===== config.mk =====
export PLATFORM = sky130hd
export DESIGN_NAME = sha256_block_loader
export DESIGN_NICKNAME = d
export VERILOG_FILES = /design/src/rtl/sha256_pkg.sv /design/src/rtl/sha256_block_buf.sv /design/src/rtl/sha256_block_loader.sv
export SDC_FILE = /design/constraint.sdc
export NUM_CORES = 1
export LEC_CHECK = 0
export BUFFER_PORTS_ARGS = -buffer_cell sky130_fd_sc_hd__buf_2
export CAP_MARGIN = 20
export CORE_AREA = 2 2 214 216
export DETAILED_ROUTE_END_ITERATION = 12
export DIE_AREA = 0 0 216 218
export PLACE_DENSITY = 0.69
export SYNTH_ARGS = -nofsm -noshare
export SYNTH_HDL_FRONTEND = slang
export SYNTH_HIERARCHICAL = 1
export SYNTH_SLANG_ARGS = --single-unit

===== constraint.sdc =====
create_clock -name clk -period 2.5 [get_ports clk]
set_input_delay 0.5 -clock clk [delete_from_list [all_inputs] [get_ports clk]]
set_output_delay 0.5 -clock clk [all_outputs]
set_load 0.02 [all_outputs]

===== src/rtl/sha256_pkg.sv =====
// Widths and record types shared by the SHA-256 front end.
package sha256_pkg;
   localparam int SHA256_WORD_W    = 32;
   localparam int SHA256_BLK_WORDS = 16;
   localparam int SHA256_BLK_W     = SHA256_WORD_W * SHA256_BLK_WORDS;
   localparam int SHA256_IDX_W     = $clog2(SHA256_BLK_WORDS);

   typedef logic [SHA256_WORD_W-1:0] word_t;

   typedef struct packed {
      logic [SHA256_BLK_W-1:0] data;
      logic                    first;
      logic                    last;
   } blk_t;

   // Occupancy of the loader: PEND is only reachable with two buffers.
   typedef enum logic [1:0] {
      LD_EMPTY = 2'd0,
      LD_PEND  = 2'd1,
      LD_FULL  = 2'd2
   } ld_state_t;
endpackage


===== src/rtl/sha256_block_buf.sv =====
// One 512-bit block register: indexed word writes, flags latched on word 0,
// and a full flag set on block completion and cleared on hand-off.
module sha256_block_buf
   import sha256_pkg::*;
(
   input  logic                    clk,
   input  logic                    reset,
   input  logic                    write,
   input  logic [SHA256_IDX_W-1:0] idx,
   input  logic [SHA256_WORD_W-1:0] word,
   input  logic                    first,
   input  logic                    last,
   input  logic                    fill_done,
   input  logic                    clear,
   output logic [SHA256_BLK_W-1:0] block,
   output logic                    is_first,
   output logic                    is_last,
   output logic                    full
);

   always_ff @(posedge clk or negedge reset) begin
      if (!reset) begin
         block    <= '0;
         is_first <= 1'b0;
         is_last  <= 1'b0;
         full     <= 1'b0;
      end else begin
         if (write) begin
            // Word 0 lands in the most significant slot.
            block[SHA256_BLK_W-1 - SHA256_WORD_W*int'(idx) -: SHA256_WORD_W] <= word;
            if (idx == '0) begin
               is_first <= first;
               is_last  <= last;
            end
         end
         if (clear)
            full <= 1'b0;
         else if (fill_done)
            full <= 1'b1;
      end
   end

endmodule


===== src/rtl/sha256_block_loader.sv =====
// Collects sixteen host words into a block for the SHA-256 core.
// Define SHA256_LOADER_DBUF_EN for a ping-pong pair of block buffers.
module sha256_block_loader
   import sha256_pkg::*;
#(
   parameter int DATA_W = SHA256_WORD_W,
   parameter int WORDS  = SHA256_BLK_WORDS
)(
   input  logic                      clk,
   input  logic                      reset,
   input  logic [DATA_W-1:0]         data,
   input  logic                      write_enable,
   input  logic                      first_block,
   input  logic                      last_block,
   output logic                      busy,
   output logic                      overrun,
   output logic [DATA_W*WORDS-1:0]   blk_data,
   output logic                      blk_first,
   output logic                      blk_last,
   output logic                      blk_valid,
   input  logic                      blk_ready
);

`ifdef SHA256_LOADER_DBUF_EN
   localparam int NBUF = 2;
`else
   localparam int NBUF = 1;
`endif

   logic [SHA256_IDX_W-1:0] wcnt;
   logic                    accept, done, hs;
   logic [NBUF-1:0]         full, wr_sel, rd_sel;
   logic [SHA256_BLK_W-1:0] buf_data  [NBUF];
   logic                    buf_first [NBUF];
   logic                    buf_last  [NBUF];
   blk_t                    out_blk;
   ld_state_t               state, state_next;

   assign accept    = write_enable & ~busy;
   assign done      = accept & (wcnt == SHA256_IDX_W'(WORDS-1));
   assign blk_valid = |(full & rd_sel);
   assign hs        = blk_valid & blk_ready;

   for (genvar g = 0; g < NBUF; g++) begin : g_buf
      sha256_block_buf u_buf (
         .clk       (clk),
         .reset     (reset),
         .write     (accept & wr_sel[g]),
         .idx       (wcnt),
         .word      (data),
         .first     (first_block),
         .last      (last_block),
         .fill_done (done & wr_sel[g]),
         .clear     (hs & rd_sel[g]),
         .block     (buf_data[g]),
         .is_first  (buf_first[g]),
         .is_last   (buf_last[g]),
         .full      (full[g])
      );
   end

`ifdef SHA256_LOADER_DBUF_EN
   logic wr_ptr, rd_ptr;

   // Fill and drain pointers alternate, so blocks leave in fill order.
   always_ff @(posedge clk or negedge reset) begin
      if (!reset) begin
         wr_ptr <= 1'b0;
         rd_ptr <= 1'b0;
      end else begin
         if (done) wr_ptr <= ~wr_ptr;
         if (hs)   rd_ptr <= ~rd_ptr;
      end
   end

   assign wr_sel  = wr_ptr ? 2'b10 : 2'b01;
   assign rd_sel  = rd_ptr ? 2'b10 : 2'b01;
   assign out_blk = '{data: buf_data[rd_ptr], first: buf_first[rd_ptr], last: buf_last[rd_ptr]};
`else
   assign wr_sel  = 1'b1;
   assign rd_sel  = 1'b1;
   assign out_blk = '{data: buf_data[0], first: buf_first[0], last: buf_last[0]};
`endif

   assign blk_data  = out_blk.data;
   assign blk_first = out_blk.first;
   assign blk_last  = out_blk.last;

   always_comb begin
      state_next = state;
      case (state)
         LD_EMPTY: if (done) state_next = (NBUF > 1) ? LD_PEND : LD_FULL;
         LD_PEND: begin
            if (done && !hs)
               state_next = LD_FULL;
            else if (hs && !done)
               state_next = LD_EMPTY;
         end
         LD_FULL:  if (hs) state_next = (NBUF > 1) ? LD_PEND : LD_EMPTY;
         default:  state_next = LD_EMPTY;
      endcase
   end

   // busy is registered from the next occupancy so it never depends on blk_ready combinationally.
   always_ff @(posedge clk or negedge reset) begin
      if (!reset) begin
         state   <= LD_EMPTY;
         busy    <= 1'b0;
         overrun <= 1'b0;
         wcnt    <= '0;
      end else begin
         state   <= state_next;
         busy    <= (state_next == LD_FULL);
         overrun <= overrun | (write_enable & busy);
         if (accept)
            wcnt <= done ? '0 : wcnt + 1'b1;
      end
   end

endmodule


==> results.md, run 1 <==
- Final antenna diode count: 0
- Die area: 47090 µm²
- Area growth syn-to-layout: 28.43%
- DIE WIDTH: 216 µm
- Worst-Skew Late Latency: 0.58 ns
- Mapped Area: 19600 µm²
- Cell family with most CP delay: simple AND/OR/NAND/NOR gates
- Worst hold endpoint: g_buf[0].u_buf/is_first$_DFFE_PN0P_
- Starting density of the core: 43.66%
- Required @ worst endpoint: 2.96 ns
- Clock Power Share: 22.0%
- Worst setup SP type: flop
- DR vias: 12.18k
- Logic pwr share: 39.4%
- CP peak stage delay: 0.61 ns
- Total Routing Usage GR: 23.68%
- LEAKAGE: 12.95 nW
- Yosys warns: 6
- Vias in the first global route: 12.87k
- # rows: 78
- First-pass DRT Iterations: 5
- CTS tree: done
- HPWL Detailed: 39460 µm
- PwrDens: 1447 nW/µm²
- VDD IR max: 0.0008562 V
- Period utilization: 86.12%
- Hold_sp: first_block
- Routability-driven placement congestion ratio: 0.8008
- Net count after synthesis: 1216
- Area after DPL: 23400 µm²
- Worst R2R Start: busy$_DFF_PN0_
- Pint: 22.61 mW
- Maxcap violations: 0
- Hold WS: 0.1576 ns
- Setup TNS: 0 ns
- Total CTS buffers: 52
- Achievable frequency: 0.4645 GHz
- Vias per inst: 5.095
- Sw frac: 37.91%
- Rel. slew slack: 62.93%
- CP arrival: 2.61 ns
- Dominant synthesized flop cell: dfrtp_1
- Slew @ Worst Pin: 0.5561 ns
- Area occupied by multi-input gates: 6165 µm²
- Buffer levels on the longest clock path: 3
- GRT overflow: 0
- Share of cells above drive strength 1: 67.71%
- R2r setup slk: 0.35 ns
- Worst r2r path cells: 6
- Largest net degree at the start of global routing: 61
- IO Pins: 555
- Die H: 218 µm
- Final Hold Viols: 0
- Max-slew violation count: 0
- EDFF count, synth: 0
- DR WL/cell: 23.67 µm
- Initial antenna violation count: 0
- RSZ-0062 raised after global routing: false
- Clock Pin Slew Worst Setup and Hold Paths: 0.06 ns
- Crit-path slowest cell: or3_2
- Clock Tree Root: clkbuf_16
- Register Area: 13090 µm²
- CP Cell Sequence: nand2b_4, inv_1, nand3_1, or3_2, buf_12, mux2_2
- Critical path capture point type: flop
- Flops & latches, synth: 523
- Critical path class: reg2reg
- ANT nets after route: 0
- Total Wirelength: 56570 µm
- Clk sinks: 523
- Sequential Power Share: 38.6%
- Worst Hold Class: in2reg
- Async set-reset flop share out of synthesis: 100.0%
- Final setup viols: 0
- Hold Path Stages: 2
- Skew final: 0.01709 ns
- CP bufs+invs: 2
- PortBufs: 554
- Status: complete, no violations
- Syn avg cell area: 16.65 µm²
- Final net count: 1789
- Min cycle time layout: 2.153 ns
- First-pass GRT wire length: 83470 µm
- # DRC: 0
- Fill cells: 3650
- Final Instance Area: 25170 µm²
- Detailed Route Iter0 Violations: 717
- CP Max Fanout: 22
- Cell count after synthesis: 1177
- Sequential fraction of the synthesis area: 66.78%
- P_sw: 13.80 mW
- H-tree depth: 2
- Reg2reg end: g_buf[0].u_buf/block[326]$_DFFE_PN0P_
- Core area: 44890 µm²
- Cell variety after synth: 28
repair_timing:
action,CTS,global route
resized for setup,0,0
setup buffers,0,0
hold buffers,1,0
endpoints found under the hold margin,38,0
routing by layer:
metal / up-vias / track usage, % / share of wire (%)
met1: 6396 / 30.38 / 41
met5: - / 0 / 0
met4: 0 / 8.402 / 3.1
met2: 414 / 38.68 / 49
met3: 98 / 6.653 / 7.3
li1: 5269 / - / -
state kept, by name (all words and copies together), names as in the netlist:
| name | cells |
|---|---|
| g_buf.u_buf/block | 512 |
| wcnt | 4 |
| state | 2 |
| busy | 1 |
| g_buf.u_buf/full | 1 |
| g_buf.u_buf/is_first | 1 |
| g_buf.u_buf/is_last | 1 |
| overrun | 1 |
cells in the final DEF (no fill, tap or decap), types with 2 or more instances in the layout:
cell,synthesis,layout
nand2b_1,3,3
clkbuf_1,37,11
or3_2,0,3
mux2_2,506,506
o21ba_2,2,2
nor2_1,13,4
clkbuf_8,0,13
a21oi_1,2,2
dfrtp_1,523,523
clkinv_2,0,10
clkbuf_16,0,53
buf_4,3,32
o21ai_0,3,3
nand2_1,9,8
mux2_1,8,8
nand3b_1,4,4
nor2_4,0,9
bufinv_16,0,5
buf_2,42,553
buf_12,0,18
clkinv_4,0,2
inv_1,3,3
cell usage after synthesis, types with 2 or more instances:
master / instances / area (µm²)
clkbuf_1: 37 / 138.9
o21ai_0: 3 / 15.01
buf_2: 42 / 210.2
mux2_1: 8 / 90.09
buf_6: 3 / 33.78
nor2_1: 13 / 48.80
nand2_1: 9 / 33.78
mux2_2: 506 / 5698
or3_1: 4 / 25.02
dfrtp_1: 523 / 13090
o21ba_2: 2 / 20.02
nand2b_1: 3 / 18.77
a21oi_1: 2 / 10.01
inv_1: 3 / 11.26
nand3b_1: 4 / 30.03
buf_4: 3 / 22.52
through the flow:
stage          util [%]  cells  power [mW]  setup WS, ns
3_3_place_gp      52.12   2295       28.20        0.2523
3_5_place_dp      52.12   2295       28.59        0.2238
6_report          56.07   2390       36.41        0.3469
5_1_grt           56.07   2390       38.10        0.2529
4_1_cts           56.07   2390       36.73        0.3556
2_1_floorplan         -   1177       22.63        0.4853
logic make-up after synthesis:
family | after synthesis | share of synthesized area, %
AOI/OAI and AO/OA | 9 | 0.3064
and+or+nand+nor | 39 | 1.073
xor gates and xnor gates | 1 | 0.04470
adders and majority gates | 2 | 0.1149
DFF | 523 | 66.78
muxes | 514 | 29.53
buffers and inverters | 89 | 2.151
worst register-to-register path, cell delays in order (launching register included):
cell and delay (ns):
dfrtp_1 0.40, nand2b_4 0.18, inv_1 0.18, nand3_1 0.12
or3_2 0.61, buf_12 0.24, mux2_2 0.31
cell type report:
class	count	area share (%)
Timing Repair Buffer	605	13.48
Sequential cell	523	51.99
Clock inverter	17	0.8649
Clock buffer	77	6.144
Tap cell	600	2.982
Multi-Input combinational cell	565	24.49
Inverter	3	0.04474
worst max path at each step:
| stage | startpoint | end | slack, ns | depth (start not counted) |
|---|---|---|---|---|
| 2_1_floorplan | busy$_DFF_PN0_ | g_buf[0].u_buf/block[162]$_DFFE_PN0P_ | 0.49 | 7 |
| 3_3_place_gp | write_enable | g_buf[0].u_buf/block[328]$_DFFE_PN0P_ | 0.25 | 7 |
| 3_5_place_dp | write_enable | g_buf[0].u_buf/block[345]$_DFFE_PN0P_ | 0.22 | 7 |
| 4_1_cts | busy$_DFF_PN0_ | g_buf[0].u_buf/block[326]$_DFFE_PN0P_ | 0.36 | 6 |
| 5_1_grt | busy$_DFF_PN0_ | g_buf[0].u_buf/block[326]$_DFFE_PN0P_ | 0.25 | 6 |
| 6_report | busy$_DFF_PN0_ | g_buf[0].u_buf/block[326]$_DFFE_PN0P_ | 0.35 | 6 |
power groups by stage:
| stage | combinational [mW] | clock (mW) | sequential [mW] |
|---|---|---|---|
| floorplan | 4.11 | 0 | 18.5 |
| global placement | 14.3 | 0 | 13.9 |
| detailed placement | 14.5 | 0 | 14.1 |
| CTS | 14.5 | 8.20 | 14.0 |
| global route | 15.1 | 8.53 | 14.5 |
| finish | 14.4 | 8.01 | 14.0 |
(Power assumes the default switching activity.)
==> run 2: changes to the inputs <==
- clock period: 2.5 -> 2.2 ns (I/O delays scaled with it)
==> run 2 against run 1 <==
Effect of this change: combinational power grew 14%; clock skew is 0.0042 ns lower; non-clock buffer count grew 9; utilization increased by 0.30 points; hold slack worse by 0.064 ns; sequential power up 14%; largest cell class unchanged.
==> results.md, run 2 (synthesis gave the netlist of run 1 again) <==
- Commonest non-fill, non-tap cell in the layout: buf_2
- Buffer levels on the longest clock path: 3 (unchanged)
- Place WS: 0.09358 ns (-0.1302 ns)
- Critical path capture point type: flop
- PwrDens: 1625 nW/µm² (+12%)
- Crit. Startpoint: busy$_DFF_PN0_
- Total Power: 41.13 mW (+13%)
- Reg with most FFs: g_buf.u_buf/block
- Vias per inst: 5.095 (about the same)
- DIE WIDTH: 216 µm (unchanged)
- Share of cells above drive strength 1: 67.50% (-0.21 points)
- ANT nets after route: 0 (unchanged)
- Sw frac: 38.11% (+0.20 points)
- Worst hold endpoint: g_buf[0].u_buf/is_first$_DFFE_PN0P_
- LEAKAGE: 13.00 nW (+0.41%)
- Die area: 47090 µm² (unchanged)
- Detailed Route Iter0 Violations: 565 (-21%)
- Placed cell count: 2304 (+0.39%)
- Worst R2R Start: busy$_DFF_PN0_
- Worst r2r path cells: 6 (unchanged)
- Required @ worst endpoint: 2.67 ns (-0.29 ns)
- Final antenna diode count: 0 (unchanged)
- Area occupied by multi-input gates: 6165 µm² (unchanged)
- Reg2reg end: g_buf[0].u_buf/block[339]$_DFFE_PN0P_
- Critical path class: reg2reg
- First-pass DRT Iterations: 4 (-1)
- Hold Path Stages: 2 (unchanged)
- Max-slew violation count: 0 (unchanged)
- Clock Pin Slew Worst Setup and Hold Paths: 0.06 ns (about the same)
- HPWL Detailed: 39810 µm (+0.89%)
- Largest net degree at the start of global routing: 51 (-16%)
- Hold WS: 0.09313 ns (-0.06443 ns)
- DR vias: 12.23k (+0.43%)
- Final Instance Area: 25310 µm² (+0.53%)
- Most frequent cells in the layout: buf_2, dfrtp_1, mux2_2
- CP Max Fanout: 32 (+45%)
- Total Wirelength: 56350 µm (-0.40%)
- Area growth syn-to-layout: 29.12%
- CP arrival: 2.53 ns (-0.08 ns)
- Total CTS buffers: 53 (+1.9%)
- DR WL/cell: 23.48 µm (-0.81%)
- Worst-Skew Late Latency: 0.59 ns (about the same)
- Clock Power Share: 21.3% (-0.7 points)
- Rel. slew slack: 69.44% (+6.5 points)
- CTS tree: done
- IO Pins: 555 (unchanged)
- Pint: 25.46 mW (+13%)
- Period utilization: 93.48% (+7.4 points)
- Final net count: 1799 (+0.56%)
- Total Routing Usage GR: 23.68% (about the same)
- Logic pwr share: 39.8% (+0.4 points)
- Achievable frequency: 0.4863 GHz (+4.7%)
- RSZ-0062 raised after global routing: false
- Fill cells: 3681 (+0.85%)
- Initial antenna violation count: 0 (unchanged)
- Core area: 44890 µm² (unchanged)
- Layout Cells excl Fill: 2400 (+0.42%)
- Worst Hold Class: in2reg
- VDD IR max: 0.0009885 V (+15%)
- Clk sinks: 523 (unchanged)
- Vias in the first global route: 12.97k (+0.83%)
- Routability-driven placement congestion ratio: 0.8172 (+2.0%)
- Worst setup SP type: flop
- Status: complete, no violations
- Maxcap violations: 0 (unchanged)
- R2r setup slk: 0.14 ns (-0.20 ns)
- Final setup margin: 0.1435 ns (-0.2034 ns)
- GRT overflow: 0 (unchanged)
- Max reg flops: 512 (unchanged)
- Final Hold Viols: 0 (unchanged)
- Register Area: 13090 µm² (unchanged)
- Slew @ Worst Pin: 0.4584 ns (-0.09767 ns)
- P_sw: 15.68 mW (+14%)
- Setup TNS: 0 ns (unchanged)
- PortBufs: 554 (unchanged)
- Sequential Power Share: 38.9% (+0.3 points)
- Clock Tree Root: clkbuf_16
- First-pass GRT wire length: 83810 µm (+0.40%)
- # DRC: 0 (unchanged)
- H-tree depth: 2 (unchanged)
- Min cycle time layout: 2.056 ns (-0.09661 ns)
- Hold_sp: first_block
- Area after DPL: 23590 µm² (+0.82%)
- Core Util, Final: 56.37% (+0.30 points)
- Die H: 218 µm (unchanged)
- Largest regs: g_buf.u_buf/block x512, wcnt x4, state x2
- Final setup viols: 0 (unchanged)
- Starting density of the core: 43.66% (unchanged)
- Skew final: 0.01292 ns (-0.004170 ns)
- # rows: 78 (unchanged)
[run 2: cell types whose count changed in the layout (fill, tap and decap cells not counted)]
cell        before  now
bufinv_16        5    1
clkinv_2        10    4
clkinv_4         2    1
clkbuf_16       53   55
buf_12          18   28
clkinvlp_4       0    2
clkbuf_1        11   18
buf_4           32   31
inv_6            0    1
[run 2: worst max-delay path, stage by stage, from the launching register on]
cell and delay [ns]:
dfrtp_1 0.42, nand2b_4 0.18, inv_1 0.19, nand3_1 0.12, or3_2 0.48, buf_12 0.21
mux2_1 0.33
[run 2: layout make-up]
class | count | share of cell area, %
clock inverters | 9 | 0.3263
repair buffers | 614 | 14.17
flip-flops and latches | 523 | 51.72
multi-input cells | 565 | 24.36
well taps | 600 | 2.967
inverters | 3 | 0.04450
clock buffers | 86 | 6.413
[run 2: what timing repair did]
action	CTS	global route
buffers inserted	0	0
hold buffers	1	0
resized for setup	0	0
endpoints found under the hold margin	35	0
[run 2: power by group through the flow]
| stage | combinational, mW | clock [mW] | sequential [mW] |
|---|---|---|---|
| 3_5_place_dp | 16.5 | 0 | 16.1 |
| 3_3_place_gp | 16.3 | 0 | 15.8 |
| 4_1_cts | 16.5 | 8.97 | 16.0 |
| 2_1_floorplan | 4.67 | 0 | 21.0 |
| 6_report | 16.4 | 8.78 | 16.0 |
| 5_1_grt | 17.2 | 9.41 | 16.5 |
[run 2: worst max-delay path by stage]
stage                     slack [ns]                               endpoint
after floorplan                 0.19  g_buf[0].u_buf/block[162]$_DFFE_PN0P_
after detailed placement        0.09  g_buf[0].u_buf/block[339]$_DFFE_PN0P_
after global routing            0.06  g_buf[0].u_buf/block[155]$_DFFE_PN0P_
final                           0.14  g_buf[0].u_buf/block[339]$_DFFE_PN0P_
after CTS                       0.15  g_buf[0].u_buf/block[339]$_DFFE_PN0P_
after global placement          0.15  g_buf[0].u_buf/block[475]$_DFFE_PN0P_
[run 2: layer usage]
layer	track usage, %	share of wire [%]
met1	29.83	40
met2	39.82	50
met3	6.974	7.4
met4	6.804	2.5
met5	0	0
==> run 3: changes to the inputs <==
- CTS_BUF_LIST: default -> sky130_fd_sc_hd__clkbuf_8
==> run 3 against run 2 <==
Effect of this change: clock power fell by 2.8%; clock-buffer cell count rose by 24; critical path depth did not move; hold slack got worse by 0.0029 ns; setup slack improved by 0.015 ns; sequential share of layout area fell by 0.16 points; sequential power barely moved; cell count rose by 2.5%; largest power group unchanged; highest routed layer unchanged.
==> results.md, run 3 (synthesis gave the netlist of run 1 again) <==
- Largest net degree at the start of global routing: 51 (unchanged)
- VDD IR max: 0.0009651 V (-2.4%)
- RSZ-0062 raised after global routing: false
- Starting density of the core: 43.66% (unchanged)
- Worst r2r path cells: 6 (unchanged)
- Period utilization: 92.79% (-0.68 points)
- Maxcap violations: 0 (unchanged)
- First-pass DRT Iterations: 4 (unchanged)
- Worst-Skew Late Latency: 0.66 ns (+0.07 ns)
- Final net count: 1835 (+2.0%)
- Critical path capture point type: flop
- Hold WS: 0.09025 ns (-0.002883 ns)
- Vias in the first global route: 13.22k (+1.9%)
- Buffer levels on the longest clock path: 3 (unchanged)
- Critical path class: reg2reg
- Rel. slew slack: 69.21% (-0.22 points)
- Layout Cells excl Fill: 2461 (+2.5%)
- Achievable frequency: 0.4899 GHz (+0.74%)
- HPWL Detailed: 39810 µm (unchanged)
- Clock Tree Root: clkbuf_8
- Required @ worst endpoint: 2.74 ns (+0.07 ns)
- Initial antenna violation count: 0 (unchanged)
- Reg with most FFs: g_buf.u_buf/block
- Commonest non-fill, non-tap cell in the layout: buf_2
- Setup TNS: 0 ns (unchanged)
- CP peak stage delay: 0.48 ns (about the same)
- Place WS: 0.09358 ns (unchanged)
- Clk sinks: 523 (unchanged)
- CP Max Fanout: 32 (unchanged)
- Share of cells above drive strength 1: 67.71% (+0.21 points)
- DR vias: 12.44k (+1.7%)
- Routability-driven placement congestion ratio: 0.8172 (unchanged)
- Area after DPL: 23590 µm² (unchanged)
- Die area: 47090 µm² (unchanged)
- Final setup margin: 0.1586 ns (+0.01503 ns)
- Crit. Startpoint: busy$_DFF_PN0_
- Total CTS buffers: 86 (+62%)
- Placed cell count: 2304 (unchanged)
- Final setup viols: 0 (unchanged)
- Final antenna diode count: 0 (unchanged)
- Min cycle time layout: 2.041 ns (-0.01503 ns)
- Skew final: 0.02010 ns (+0.007180 ns)
- Slew @ Worst Pin: 0.4618 ns (+0.003364 ns)
- R2r setup slk: 0.16 ns (+0.02 ns)
- Total Wirelength: 56850 µm (+0.89%)
- DIE WIDTH: 216 µm (unchanged)
- Worst R2R Start: busy$_DFF_PN0_
- Reg2reg end: g_buf[0].u_buf/block[339]$_DFFE_PN0P_
- Detailed Route Iter0 Violations: 531 (-6.0%)
- CP Cell Sequence: nand2b_4, inv_1, nand3_1, or3_2, buf_12, mux2_1
- ANT nets after route: 0 (unchanged)
- Die H: 218 µm (unchanged)
- Status: complete, no violations
- Core Util, Final: 56.54% (+0.18 points)
- H-tree depth: 3 (+1)
- Worst Hold Class: in2reg
- Max reg flops: 512 (unchanged)
- Final Hold Viols: 0 (unchanged)
- Total Routing Usage GR: 24.00% (+0.32 points)
- Clock Pin Slew Worst Setup and Hold Paths: 0.06 ns (about the same)
- LEAKAGE: 13.19 nW (+1.5%)
- CP arrival: 2.58 ns (+0.05 ns)
- PwrDens: 1610 nW/µm² (-0.92%)
- DR WL/cell: 23.10 µm (-1.6%)
- PortBufs: 554 (unchanged)
- Core area: 44890 µm² (unchanged)
- Vias per inst: 5.053 (-0.84%)
- CTS tree: done
- Worst setup SP type: flop
- GRT overflow: 0 (unchanged)
- Final Instance Area: 25380 µm² (+0.31%)
- First-pass GRT wire length: 84330 µm (+0.63%)
- IO Pins: 555 (unchanged)
- Max-slew violation count: 0 (unchanged)
- End point of the critical path: g_buf[0].u_buf/block[339]$_DFFE_PN0P_
- Total Power: 40.88 mW (-0.61%)
- Most frequent cells in the layout: buf_2, dfrtp_1, mux2_2
- Largest regs: g_buf.u_buf/block x512, wcnt x4, state x2
- # rows: 78 (unchanged)
- Crit-path slowest cell: or3_2
- # DRC: 0 (unchanged)
- Fill cells: 3704 (+0.62%)
- Area growth syn-to-layout: 29.52%
[run 3: power by group]
group / leakage, nW / internal, mW / switching, mW
clock network: 1.01 / 4.71 / 3.83
registers: 6.67 / 13.8 / 2.19
logic: 5.51 / 6.53 / 9.83
total: 13.2 / 25.0 / 15.8
[run 3: worst min-delay path by stage]
stage / startpoint / to / slack, ns / cells past startpoint
global route: blk_ready / g_buf[0].u_buf/full$_DFFE_PN0P_ / 0.05 / 4
global placement: reset / g_buf[0].u_buf/block[286]$_DFFE_PN0P_ / 0.41 / 1
detailed placement: reset / g_buf[0].u_buf/block[286]$_DFFE_PN0P_ / 0.41 / 1
finish: blk_ready / g_buf[0].u_buf/full$_DFFE_PN0P_ / 0.09 / 4
floorplan: reset / busy$_DFF_PN0_ / 0.14 / 0
CTS: blk_ready / g_buf[0].u_buf/full$_DFFE_PN0P_ / 0.01 / 4
[run 3: critical path, delay by kind of cell, from the launching register on]
| kind | cells | cell delay, ns |
|---|---|---|
| flip-flops | 1 | 0.41 |
| multiplexers | 1 | 0.33 |
| AND/OR/NAND/NOR | 3 | 0.78 |
| buffers and inverters | 2 | 0.40 |
[run 3: routing by layer]
layer,track usage [%],share of wire [%],vias to the layer above
met5,0,0,-
met4,8.744,2.5,0
met3,7.810,7.8,94
met2,39.70,49,443
met1,29.56,40,6519
li1,-,-,5379
[run 3: area by class of cell]
cell class | instances | area [µm²] | share of cell area [%]
flip-flops and latches | 523 | 13090 | 51.56
multi-input cells | 565 | 6165 | 24.29
clock buffers | 110 | 1514 | 5.964
repair buffers | 617 | 3616 | 14.24
clock inverters | 43 | 240.2 | 0.9464
well taps | 600 | 750.7 | 2.957
inverters | 3 | 11.26 | 0.04436
[run 3: repair_timing]
| item | in CTS | in global routing |
|---|---|---|
| hold buffers | 4 | 0 |
| buffers inserted | 0 | 0 |
| endpoints found under the hold margin | 38 | 0 |
| gates resized for setup | 0 | 0 |
